### src/rtl/serial_sample_tx.sv
// serial_sample_tx
//   Host-side transmitter. Parallel samples enter through a valid/ready
//   handshake into a small FIFO and are shifted out MSB first, one bit per
//   enabled cycle. An optional idle gap separates consecutive serial words.
//
// Parameters
//   DATA_WIDTH  bits per sample and per serial word
//   FIFO_DEPTH  sample FIFO entries (power of two, >= 2)
//   GAP_CYCLES  idle enabled cycles between serial words (0 = back-to-back)
//
// Ports
//   i_clk          clock, rising edge
//   i_rst          asynchronous active-high reset
//   i_en           clock enable for the serial side; FIFO write side ignores it
//   iv_din         parallel sample
//   i_din_valid    iv_din valid
//   o_din_ready    FIFO not full
//   o_dout         serial bit, MSB first (0 when o_dout_valid is 0)
//   o_dout_valid   o_dout carries a word bit this cycle
//   o_busy         word in flight (SHIFT or GAP)
//   ov_fifo_level  entries currently stored
module serial_sample_tx #(
  parameter int DATA_WIDTH = 24,
  parameter int FIFO_DEPTH = 8,
  parameter int GAP_CYCLES = 0
) (
  input  logic                        i_clk,
  input  logic                        i_rst,
  input  logic                        i_en,
  input  logic [DATA_WIDTH-1:0]       iv_din,
  input  logic                        i_din_valid,
  output logic                        o_din_ready,
  output logic                        o_dout,
  output logic                        o_dout_valid,
  output logic                        o_busy,
  output logic [$clog2(FIFO_DEPTH):0] ov_fifo_level
);

  localparam int AW = $clog2(FIFO_DEPTH);
  localparam int LW = AW + 1;
  localparam int CW = (DATA_WIDTH > 1) ? $clog2(DATA_WIDTH) : 1;
  localparam int GW = (GAP_CYCLES > 1) ? $clog2(GAP_CYCLES) : 1;

  localparam logic [LW-1:0] FULL_LEVEL = LW'(FIFO_DEPTH);
  localparam logic [CW-1:0] BIT_LAST   = CW'(DATA_WIDTH - 1);
  localparam logic [GW-1:0] GAP_LOAD   = GW'((GAP_CYCLES > 0) ? (GAP_CYCLES - 1) : 0);
  localparam bit            HAS_GAP    = (GAP_CYCLES > 0);

  typedef enum logic [1:0] {
    ST_IDLE  = 2'd0,
    ST_SHIFT = 2'd1,
    ST_GAP   = 2'd2
  } state_t;

  // ---------------------------------------------------------------------
  // Sample FIFO
  // ---------------------------------------------------------------------
  logic [DATA_WIDTH-1:0] mem [FIFO_DEPTH];
  logic [AW-1:0]         wr_ptr_reg;
  logic [AW-1:0]         rd_ptr_reg;
  logic [LW-1:0]         count_reg;
  logic                  fifo_full;
  logic                  fifo_empty;
  logic                  push;
  logic                  pop;
  logic [DATA_WIDTH-1:0] head;

  assign fifo_full  = (count_reg == FULL_LEVEL);
  assign fifo_empty = (count_reg == '0);
  // Ready comes only from registered count, so a same-cycle pop never
  // opens a slot while full.
  assign push       = i_din_valid && !fifo_full;
  assign head       = mem[rd_ptr_reg];

  always_ff @(posedge i_clk) begin
    if (push) begin
      mem[wr_ptr_reg] <= iv_din;
    end
  end

  // Pointers wrap naturally because FIFO_DEPTH is a power of two.
  always_ff @(posedge i_clk or posedge i_rst) begin
    if (i_rst) begin
      wr_ptr_reg <= '0;
      rd_ptr_reg <= '0;
      count_reg  <= '0;
    end else begin
      if (push) begin
        wr_ptr_reg <= wr_ptr_reg + AW'(1);
      end
      if (pop) begin
        rd_ptr_reg <= rd_ptr_reg + AW'(1);
      end
      case ({push, pop})
        2'b10:   count_reg <= count_reg + LW'(1);
        2'b01:   count_reg <= count_reg - LW'(1);
        default: count_reg <= count_reg;
      endcase
    end
  end

  // ---------------------------------------------------------------------
  // Serializer
  // ---------------------------------------------------------------------
  state_t                state_reg;
  logic [DATA_WIDTH-1:0] sr_reg;
  logic [CW-1:0]         bit_cnt_reg;
  logic [GW-1:0]         gap_cnt_reg;
  logic                  dout_reg;
  logic                  dout_valid_reg;

  // Pop in IDLE, or on the last bit of a word when there is no gap so the
  // next word follows without a dead cycle.
  always_comb begin
    pop = 1'b0;
    if (i_en && !fifo_empty) begin
      if (state_reg == ST_IDLE) begin
        pop = 1'b1;
      end else if (state_reg == ST_SHIFT && bit_cnt_reg == '0 && !HAS_GAP) begin
        pop = 1'b1;
      end
    end
  end

  always_ff @(posedge i_clk or posedge i_rst) begin
    if (i_rst) begin
      state_reg      <= ST_IDLE;
      sr_reg         <= '0;
      bit_cnt_reg    <= '0;
      gap_cnt_reg    <= '0;
      dout_reg       <= 1'b0;
      dout_valid_reg <= 1'b0;
    end else if (!i_en) begin
      // Pause: everything holds, only the valid strobe drops.
      dout_reg       <= 1'b0;
      dout_valid_reg <= 1'b0;
    end else begin
      dout_reg       <= 1'b0;
      dout_valid_reg <= 1'b0;
      case (state_reg)
        ST_IDLE: begin
          if (pop) begin
            sr_reg      <= head;
            bit_cnt_reg <= BIT_LAST;
            state_reg   <= ST_SHIFT;
          end
        end
        ST_SHIFT: begin
          dout_reg       <= sr_reg[DATA_WIDTH-1];
          dout_valid_reg <= 1'b1;
          sr_reg         <= sr_reg << 1;
          if (bit_cnt_reg == '0) begin
            if (HAS_GAP) begin
              gap_cnt_reg <= GAP_LOAD;
              state_reg   <= ST_GAP;
            end else if (pop) begin
              sr_reg      <= head;
              bit_cnt_reg <= BIT_LAST;
            end else begin
              state_reg <= ST_IDLE;
            end
          end else begin
            bit_cnt_reg <= bit_cnt_reg - CW'(1);
          end
        end
        ST_GAP: begin
          if (gap_cnt_reg == '0) begin
            state_reg <= ST_IDLE;
          end else begin
            gap_cnt_reg <= gap_cnt_reg - GW'(1);
          end
        end
        default: state_reg <= ST_IDLE;
      endcase
    end
  end

  assign o_din_ready   = !fifo_full;
  assign o_dout        = dout_reg;
  assign o_dout_valid  = dout_valid_reg;
  assign o_busy        = (state_reg != ST_IDLE);
  assign ov_fifo_level = count_reg;

endmodule

### config.mk
export PLATFORM = sky130hd
export DESIGN_NAME = serial_sample_tx
export DESIGN_NICKNAME = d
export VERILOG_FILES = /design/src/rtl/serial_sample_tx.sv
export SDC_FILE = /design/constraint.sdc
export NUM_CORES = 1
export LEC_CHECK = 0
export ABC_AREA = 1
export CORE_MARGIN = 2
export CORE_UTILIZATION = 63
export DETAILED_ROUTE_END_ITERATION = 10
export GPL_ROUTABILITY_DRIVEN = 0
export PLACE_DENSITY = 0.93
export SLEW_MARGIN = 20
export SYNTH_ARGS = -nofsm -noshare
export SYNTH_HDL_FRONTEND = slang
export SYNTH_SLANG_ARGS = --single-unit
### constraint.sdc
create_clock -name i_clk -period 3.8 [get_ports i_clk]
set_input_delay 0.95 -clock i_clk [delete_from_list [all_inputs] [get_ports i_clk]]
set_output_delay 0.95 -clock i_clk [all_outputs]
set_load 0.1 [all_outputs]
==> results of run 1 <==
[cells by family (layout without fill, tap and decap cells)]
kind of cell	after synthesis	in the layout	synth area share, %
buffers and inverters	121	164	5.70
AND/OR/NAND/NOR	542	542	23.4
flip-flops	234	234	68.3
adder cells (fa/ha/maj)	7	7	0.877
AO/OA/AOI/OAI	20	20	1.29
XOR/XNOR	5	5	0.439
[metal layers]
metal / vias up / global-route usage, % / routed length [µm]
li1: 3167 / - / -
met1: 3321 / 35.1 / 7970
met2: 479 / 46.4 / 11500
met3: 76 / 4.14 / 2260
met4: 0 / 14.0 / 853
met5: - / 0 / 0
[placed cells by master (no fill, tap or decap)]
cell             netlist  layout
nand2_4                3       3
inv_2                  4       4
xnor2_1                1       1
a22oi_2                1       1
nand2_1              317     317
a21oi_1                3       3
bufinv_16              0       1
or2_2                  2       2
dfrtp_1               42      41
inv_4                  1       1
nand2_2                2       2
clkinv_2               0       4
ha_1                   7       7
a21o_1                 1       1
o21ai_1                1       1
clkbuf_1              14       4
nor2_4                 1       1
o211ai_1               3       3
clkbuf_8               2       5
nand3_4                1       1
nor2_2                 1       9
buf_4                 11      18
dfrtp_2                0       1
nand3_1              190     190
nor3_1                 1       1
nor2_1                22      14
nand4_1                2       2
o21ai_0               10      10
clkdlybuf4s50_1        0      32
clkinv_1               3       5
a21oi_4                1       1
clkinvlp_4             0       3
inv_1                 65      64
xor2_1                 4       4
clkbuf_16              0      23
edfxtp_1             192     192
[power groups by stage]
stage | clock (µW) | sequential (µW) | combinational, µW
3_5_place_dp | 0 | 3530 | 2790
6_report | 2190 | 3490 | 2890
4_1_cts | 2210 | 3480 | 2850
3_3_place_gp | 0 | 3500 | 2650
5_1_grt | 2310 | 3530 | 3180
2_1_floorplan | 0 | 3660 | 1980
[metrics by stage]
stage / util (%) / power (µW)
6_report: 71.4 / 8580
5_1_grt: 71.4 / 9010
4_1_cts: 71.4 / 8550
3_5_place_dp: 66.7 / 6310
3_3_place_gp: 66.7 / 6150
2_1_floorplan: - / 5640
[path summary, 6_finish.rpt]
| kind | start | end | cells after the start |
|---|---|---|---|
| max in group asynchronous | i_rst | sr_reg[13] | 3 |
| min in group asynchronous | i_rst | ov_fifo_level[2] | 2 |
| hold / removal | sr_reg[6] | sr_reg[6] | 2 |
| setup / recovery | ov_fifo_level[1] | ov_fifo_level[1] | 1 |
| setup reg to reg | bit_cnt_reg[0] | ov_fifo_level[2] | 11 |
| hold reg to reg | sr_reg[6] | sr_reg[6] | 2 |
[area by class of cell]
| class | count | area (µm²) | area share, % |
|---|---|---|---|
| sequential | 234 | 6820 | 61.0 |
| timing repair buffer | 50 | 455 | 4.08 |
| tap | 216 | 270 | 2.42 |
| clock inverter | 9 | 76.3 | 0.683 |
| multi-input combinational | 574 | 2620 | 23.4 |
| clock buffer | 32 | 659 | 5.90 |
| inverter | 73 | 277 | 2.48 |
==> run_results.csv, run 1 <==
group,metric,value,unit
global_route,grt_max_degree,99,
synthesis,dominantRegCellSynth,"edfxtp_1",
placement,dp_hpwl,11500,µm
global_route,grt_pass1_wl,35300,µm
clock_network,cts_hold_buf,0,
placement,port_buffers,35,
setup_path,crit_arrival,2.13,ns
routing,post-route-drc-count,0,
die,ioPinCount,36,
finish,largest_reg_flops,192,
synthesis,synthMostInstantiatedCell,"nand2_1",
setup_path,end_kind,"primary output",
synthesis,ys_seq_area_share,68.3,%
global_route,grt_pass1_vias,7005,
synthesis,ys_ff_latch,234,
setup_path,slowest_stage,"clkdlybuf4s50_1",
die,core-area,15700,µm²
setup_path,reg2reg_slack,1.37,ns
synthesis,syn_inst,929,
setup_path,crit_path_cell_trace,"clkdlybuf4s50_1",
synthesis,netlist.area_leader.share,57.8,%
pwr,power_density,768,nW/µm²
synthesis,synth_edf_count,192,
finish,syn2layout_area_growth,11.9,%
routing,firstDrtPassIters,8,
sta,setup_tns,0,ns
global_route,gr-usage-all-layers,27.5,%
clock_network,clk_path_buf_depth,3,
setup_path,critPathLaunchType,"flip-flop",
sta,setup_slack,0.716,ns
routing,routedWlPerCell,19.0,µm
die,initial_core_util,63.8,%
placement,placed_area,10400,µm²
placement,placedCellCount,1147,
sta,slew_viol_final,0,
synthesis,syn-num-nets,964,
sta,skew,0.0185,ns
global_route,grt-ovfl-total,0,
synthesis,synth_warnings,0,
sta,maxSlewHeadroom,30.1,%
clock_network,cts_resized,0,
die,die_width,130,µm
routing,routed-via-count,7043,
clock_network,cts-buffers-inserted,23,
setup_path,critical-path-top-delay-family,"buffers and inverters",
die,die_h,130,µm
synthesis,synthArstFlopShare,17.9,%
setup_path,crit_required,2.85,ns
global_route,grt_antenna_before_repair,0,
routing,antenna_left,0,
synthesis,synth_area_leaders,"edfxtp_1 (58%), nand2_1 (12%), dfrtp_1 (11%), nand3_1 (9.5%), inv_1 (2.4%)",
synthesis,synth_area_per_cell,10.7,µm²
pwr,combPwrFrac,33.7,%
clock_network,clk_pin_slew,0.06,ns
setup_path,critPathBufInv,1,
placement,place_ws,0.560,ns
sta,hold-worst-slack,0.482,ns
clock_network,tritoncts,"done",
sta,worstMarginPinSlew,1.05,ns
clock_network,clkSinkCount,234,
finish,final_cell_count_no_fill,1188,
finish,fin_area,11200,µm²
sta,fmax,324,MHz
finish,antenna_cells,0,
finish,layout-drive-gt1-share,8.23,%
sta,min_period,3.08,ns
sta,setup_viol,0,
die,dieArea,16900,µm²
pwr,p_int,5360,µW
pwr,p_switching,3220,µW
setup_path,max_stage_delay,1.18,ns
setup_path,path_max_fanout,5,
pwr,switching_share,37.5,%
clock_network,cts-root-buf,"clkbuf_16",
hold_path,min_path_type,"reg2reg",
die,row_count,46,
synthesis,yosys-top-cells-count,"nand2_1 (317), edfxtp_1 (192), nand3_1 (190)",
routing,routed_via_density,5.93,
flow_run,drv_cap,0,
pwr,ir_drop,0.534,mV
pwr,power.leakage,0.00455,µW
clock_network,postCtsSetupRepairBufs,0,
finish,layout.nets,991,
pwr,seqPwrFrac,40.7,%
sta,finalCritPeriodShare,81.2,%
clock_network,cts-htree-levels,1,
outcome,status,"finished, final reports clean",
sta,hold_viol,0,
synthesis,synth_cell_types,32,
pwr,clkPwrFrac,25.6,%
routing,drt_wl_total,22600,µm
finish,fill_cells,988,
clock_network,clk_latency,0.51,ns
routing,drtIter0Drc,1042,
synthesis,synthesis.area,9980,µm²
setup_path,worstSetupPathType,"reg2out",
sta,grt_setup_unrepaired,"false",
synthesis,yosysTopAreaCell,"edfxtp_1",
No activity file was read; power rests on OpenSTA's default activity.
==> run 2: changes to the inputs <==
--- a/config.mk
+++ b/config.mk
@@ -7,10 +7,10 @@
 export LEC_CHECK = 0
 export ABC_AREA = 1
 export CORE_MARGIN = 2
-export CORE_UTILIZATION = 63
+export CORE_UTILIZATION = 61
 export DETAILED_ROUTE_END_ITERATION = 10
 export GPL_ROUTABILITY_DRIVEN = 0
-export PLACE_DENSITY = 0.93
+export PLACE_DENSITY = 0.91
 export SLEW_MARGIN = 20
 export SYNTH_ARGS = -nofsm -noshare
 export SYNTH_HDL_FRONTEND = slang
==> constraint.sdc (replaced) <==
create_clock -name i_clk -period 3.08 [get_ports i_clk]
set_input_delay 0.77 -clock i_clk [delete_from_list [all_inputs] [get_ports i_clk]]
set_output_delay 0.77 -clock i_clk [all_outputs]
set_load 0.1 [all_outputs]
==> run_results.csv, run 2 (synthesis results as in run 1) <==
group,metric,value,unit
sta,hold_viol,0,
finish,layout.nets,998,
global_route,grt_max_degree,65,
global_route,grt_pass1_wl,35100,µm
routing,drtIter0Drc,812,
clock_network,clk_latency,0.51,ns
clock_network,cts-root-buf,"clkbuf_16",
setup_path,critPathLaunchType,"flip-flop",
clock_network,cts_hold_buf,0,
clock_network,cts_resized,0,
setup_path,startpoint,"state_reg[0]",
finish,syn2layout_area_growth,13.5,%
sta,skew,0.0181,ns
setup_path,r2r-start,"bit_cnt_reg[0]",
die,ioPinCount,36,
finish,largest_reg_flops,192,
global_route,grt_pass1_vias,6974,
hold_path,min_from,"sr_reg[16]",
sta,slew_viol_final,0,
clock_network,clk_path_buf_depth,3,
placement,port_buffers,35,
sta,grt_setup_unrepaired,"false",
pwr,switching_share,36.9,%
sta,min_period,2.44,ns
clock_network,postCtsSetupRepairBufs,0,
global_route,gr-usage-all-layers,25.4,%
pwr,power_density,953,nW/µm²
setup_path,path_max_fanout,28,
die,row_count,46,
finish,mostFrequentLayoutCell,"nand2_1",
die,die_h,132,µm
sta,maxSlewHeadroom,52.5,%
clock_network,tritoncts,"done",
pwr,power.leakage,0.00463,µW
routing,routed_via_density,5.82,
pwr,p_int,6810,µW
setup_path,crit_arrival,1.67,ns
clock_network,clkSinkCount,234,
sta,fmax,409,MHz
sta,worstMarginPinSlew,0.713,ns
sta,setup_viol,0,
routing,post-route-drc-count,0,
setup_path,r2r_end,"ov_fifo_level[2]",
routing,routedWlPerCell,18.4,µm
routing,drt_wl_total,22000,µm
sta,finalCritPeriodShare,79.3,%
setup_path,crit_required,2.31,ns
setup_path,worstSetupPathType,"reg2out",
outcome,status,"finished, final reports clean",
clock_network,cts-buffers-inserted,24,
global_route,grt_antenna_before_repair,0,
flow_run,drv_cap,0,
routing,antenna_left,0,
pwr,ir_drop,0.571,mV
die,dieArea,17400,µm²
pwr,seqPwrFrac,39.9,%
sta,setup_tns,0,ns
clock_network,cts-htree-levels,1,
die,initial_core_util,62.6,%
placement,dp_hpwl,11700,µm
setup_path,reg2reg_slack,0.73,ns
die,core-area,15900,µm²
pwr,p_switching,3980,µW
setup_path,reg2reg_depth,11,
hold_path,min_path_type,"reg2reg",
die,die_width,132,µm
setup_path,end_kind,"primary output",
routing,firstDrtPassIters,7,
clock_network,clk_pin_slew,0.06,ns
finish,layout-drive-gt1-share,9.79,%
hold_path,holdPathStages,2,
finish,antenna_cells,0,
finish,final_cell_mix,"nand2_1 (317), edfxtp_1 (192), nand3_1 (189)",
pwr,combPwrFrac,33.4,%
hold_path,min_to,"sr_reg[16]",
routing,routed-via-count,6969,
finish,fin_util,71.1,%
global_route,grt-ovfl-total,0,
pwr,clkPwrFrac,26.7,%
==> run 2: cell count changes in the layout (fill, tap and decap cells not counted), moves of 4 or more <==
| cell | delta |
|---|---|
| clkbuf_1 | +4 |
| clkdlybuf4s50_1 | -5 |
| buf_4 | +6 |
| buf_12 | +5 |
| dfrtp_1 | -4 |
| dfrtp_2 | +4 |
==> run 2: layout make-up <==
type	instances	area, µm²
clock inverters	8	91.3
inverters	73	277
flip-flops and latches	234	6820
well taps	216	270
fillers	1022	4610
repair buffers	56	551
clock buffers	36	697
multi-input cells	574	2620
==> run 2: how the worst max path moves through the flow <==
stage | endpoint | slack, ns
after detailed placement | ov_fifo_level[2] | 0.22
final | o_busy | 0.64
after floorplan | mem[0][0] | 0.15
after global placement | ov_fifo_level[2] | 0.27
after global routing | ov_fifo_level[2] | 0.55
after CTS | o_busy | 0.65
==> run 2: power by group through the flow <==
stage               Sequential, µW  Clock (µW)  Combinational (µW)
floorplan                     4520           0                2450
global placement              4320           0                3330
detailed placement            4350           0                3500
CTS                           4300        2900                3560
global route                  4350        3040                3970
finish                        4300        2880                3610
==> run 2: worst max-delay path, cell delays in order, from the launching register on <==
cell and delay, ns:
dfrtp_1 0.39, buf_4 0.39, buf_4 0.37
==> run 2: per-layer routing <==
layer / up-vias / GRT usage, % / part of all wire (%) / wire length, µm
met4: 0 / 10.9 / 2.8 / 616
met1: 3285 / 32.8 / 38 / 8340
li1: 3191 / - / - / -
met3: 70 / 3.50 / 9.3 / 2050
met2: 423 / 43.5 / 50 / 11000
met5: - / 0 / 0 / 0
==> run 2: through the flow <==
stage | total power (µW) | cell area, µm² | instances | hold slack, ns | setup slack, ns
after floorplan | 6970 | 10000 | 929 | 0.449 | 0.155
after global placement | 7660 | 10500 | 1153 | 0.462 | 0.269
after detailed placement | 7850 | 10500 | 1153 | 0.465 | 0.223
after CTS | 10800 | 11300 | 1197 | 0.481 | 0.646
after global routing | 11400 | 11300 | 1197 | 0.503 | 0.552
final | 10800 | 11300 | 1197 | 0.478 | 0.638
==> run 3: changes to the inputs <==
==> constraint.sdc (replaced) <==
create_clock -name i_clk -period 2.25 [get_ports i_clk]
set_input_delay 0.5625 -clock i_clk [delete_from_list [all_inputs] [get_ports i_clk]]
set_output_delay 0.5625 -clock i_clk [all_outputs]
set_load 0.1 [all_outputs]
==> run_results.csv, run 3 (synthesis results as in run 1) <==
group,metric,value,unit
sta,hold_viol,0,
clock_network,clk_latency,0.51,ns
flow_run,drv_cap,0,
routing,antenna_left,0,
finish,layout-drive-gt1-share,11.6,%
setup_path,r2r_end,"ov_fifo_level[2]",
pwr,power.leakage,0.00476,µW
sta,maxSlewHeadroom,58.9,%
setup_path,worstSetupPathType,"reg2reg",
finish,regArea,6830,µm²
global_route,grt_pass1_wl,36500,µm
setup_path,r2r-start,"bit_cnt_reg[0]",
pwr,power_density,1320,nW/µm²
clock_network,postCtsSetupRepairBufs,0,
setup_path,path_max_fanout,4,
global_route,grt_antenna_before_repair,0,
sta,grt_setup_unrepaired,"false",
clock_network,clkSinkCount,234,
sta,setup_viol,0,
die,core-area,15900,µm²
setup_path,reg2reg_depth,11,
routing,routed-via-count,7183,
sta,min_period,2.12,ns
sta,slew_viol_final,0,
setup_path,reg2reg_slack,0.13,ns
global_route,use_met2,46.4,%
setup_path,max_stage_delay,0.40,ns
global_route,grt_max_degree,58,
finish,layout.nets,1016,
finish,syn2layout_area_growth,17.4,%
sta,hold-worst-slack,0.430,ns
die,initial_core_util,62.6,%
clock_network,clk_pin_slew,0.06,ns
clock_network,cts-root-buf,"clkbuf_16",
finish,largest_reg_flops,192,
die,die_width,132,µm
outcome,status,"finished, final reports clean",
routing,drtIter0Drc,1028,
routing,routed_via_density,5.93,
setup_path,crit_path_cell_trace,"inv_1, ha_1, nand3_1, a21oi_4, ha_4, xor2_2, ha_2, a21o_1, or2_4, nand3_2, o21ai_1",
pwr,power,15400,µW
routing,post-route-drc-count,0,
global_route,use_met1,33.4,%
finish,final_cell_mix,"nand2_1 (315), edfxtp_1 (192), nand3_1 (188)",
placement,port_buffers,35,
die,die_h,132,µm
placement,dp_hpwl,13500,µm
die,dieArea,17400,µm²
sta,worstMarginPinSlew,0.616,ns
clock_network,cts-htree-levels,1,
global_route,met3_usage,4.27,%
finish,multiInputGateArea,2710,µm²
clock_network,cts_hold_buf,0,
setup_path,startpoint,"bit_cnt_reg[0]",
sta,skew,0.0109,ns
global_route,grt_pass1_vias,7179,
pwr,ir_drop,0.805,mV
routing,drt_wl_total,23300,µm
global_route,busiest_layer,"met2",
die,ioPinCount,36,
placement,place_ws,-0.141,ns
global_route,gr-usage-all-layers,26.8,%
routing,routedWlPerCell,19.2,µm
sta,fmax,472,MHz
setup_path,critPathLaunchType,"flip-flop",
setup_path,crit_arrival,2.52,ns
clock_network,clk_path_buf_depth,3,
hold_path,min_path_type,"in2async",
clock_network,cts_resized,0,
setup_path,end_kind,"flip-flop",
sta,setup_tns,0,ns
finish,antenna_cells,0,
die,row_count,46,
setup_path,slowest_stage,"dfrtp_1",
sta,setup_slack,0.133,ns
global_route,grt-ovfl-total,0,
finish,fill_cells,938,
sta,finalCritPeriodShare,94.1,%
routing,firstDrtPassIters,6,
finish,mostFrequentLayoutCell,"nand2_1",
setup_path,worstSetupEndpoint,"ov_fifo_level[2]",
clock_network,tritoncts,"done",
finish,fin_util,73.5,%
setup_path,crit_required,2.65,ns
clock_network,cts-buffers-inserted,24,
## run 3: cell count changes in the layout (fill, tap and decap cells not counted), sizes merged
cell / change
clkinv: +2
buf: +18
clkbuf: -7
bufinv: +2
## run 3: how the worst min path moves through the flow
stage	cells after the start	slack, ns	end	startpoint
2_1_floorplan	2	0.45	sr_reg[1]	sr_reg[1]
3_3_place_gp	2	0.46	sr_reg[14]	sr_reg[14]
3_5_place_dp	2	0.47	sr_reg[19]	sr_reg[19]
4_1_cts	2	0.44	wr_ptr_reg[0]	i_rst
5_1_grt	2	0.48	wr_ptr_reg[0]	i_rst
6_report	2	0.43	ov_fifo_level[2]	i_rst
## run 3: layout make-up
type,instances,area share (%)
clock inverters,12,1.31
multi-input cells,574,23.1
clock buffers,29,5.47
inverters,73,2.36
repair buffers,74,7.13
flip-flops and latches,234,58.3
well taps,216,2.31
## run 3: per-layer routing
layer | up-vias | part of all wire (%) | wire, µm
met5 | - | 0 | 0
met4 | 0 | 4.6 | 1060
met3 | 104 | 9.8 | 2290
met2 | 477 | 50 | 11600
met1 | 3384 | 36 | 8320
li1 | 3218 | - | -
## run 3: through the flow
| step | area [µm²] | std cells |
|---|---|---|
| after floorplan | 10100 | 929 |
| after global placement | 10900 | 1171 |
| after detailed placement | 10900 | 1171 |
| after CTS | 11700 | 1212 |
| after global routing | 11700 | 1212 |
| final | 11700 | 1212 |
## run 3: power breakdown
group	leakage (µW)	switching, µW	internal [µW]
Combinational	0.00211	3760	1700
Clock	0.000380	1560	2460
Sequential	0.00226	384	5550
## run 3: worst max-delay path: cells and delay by family (launching register included)
family / cells / cell delay (ns)
buf+inv: 1 / 0.09
xor+xnor: 1 / 0.08
compound gates: 3 / 0.43
flops: 1 / 0.40
fa+ha+maj: 3 / 0.54
simple gates: 3 / 0.46
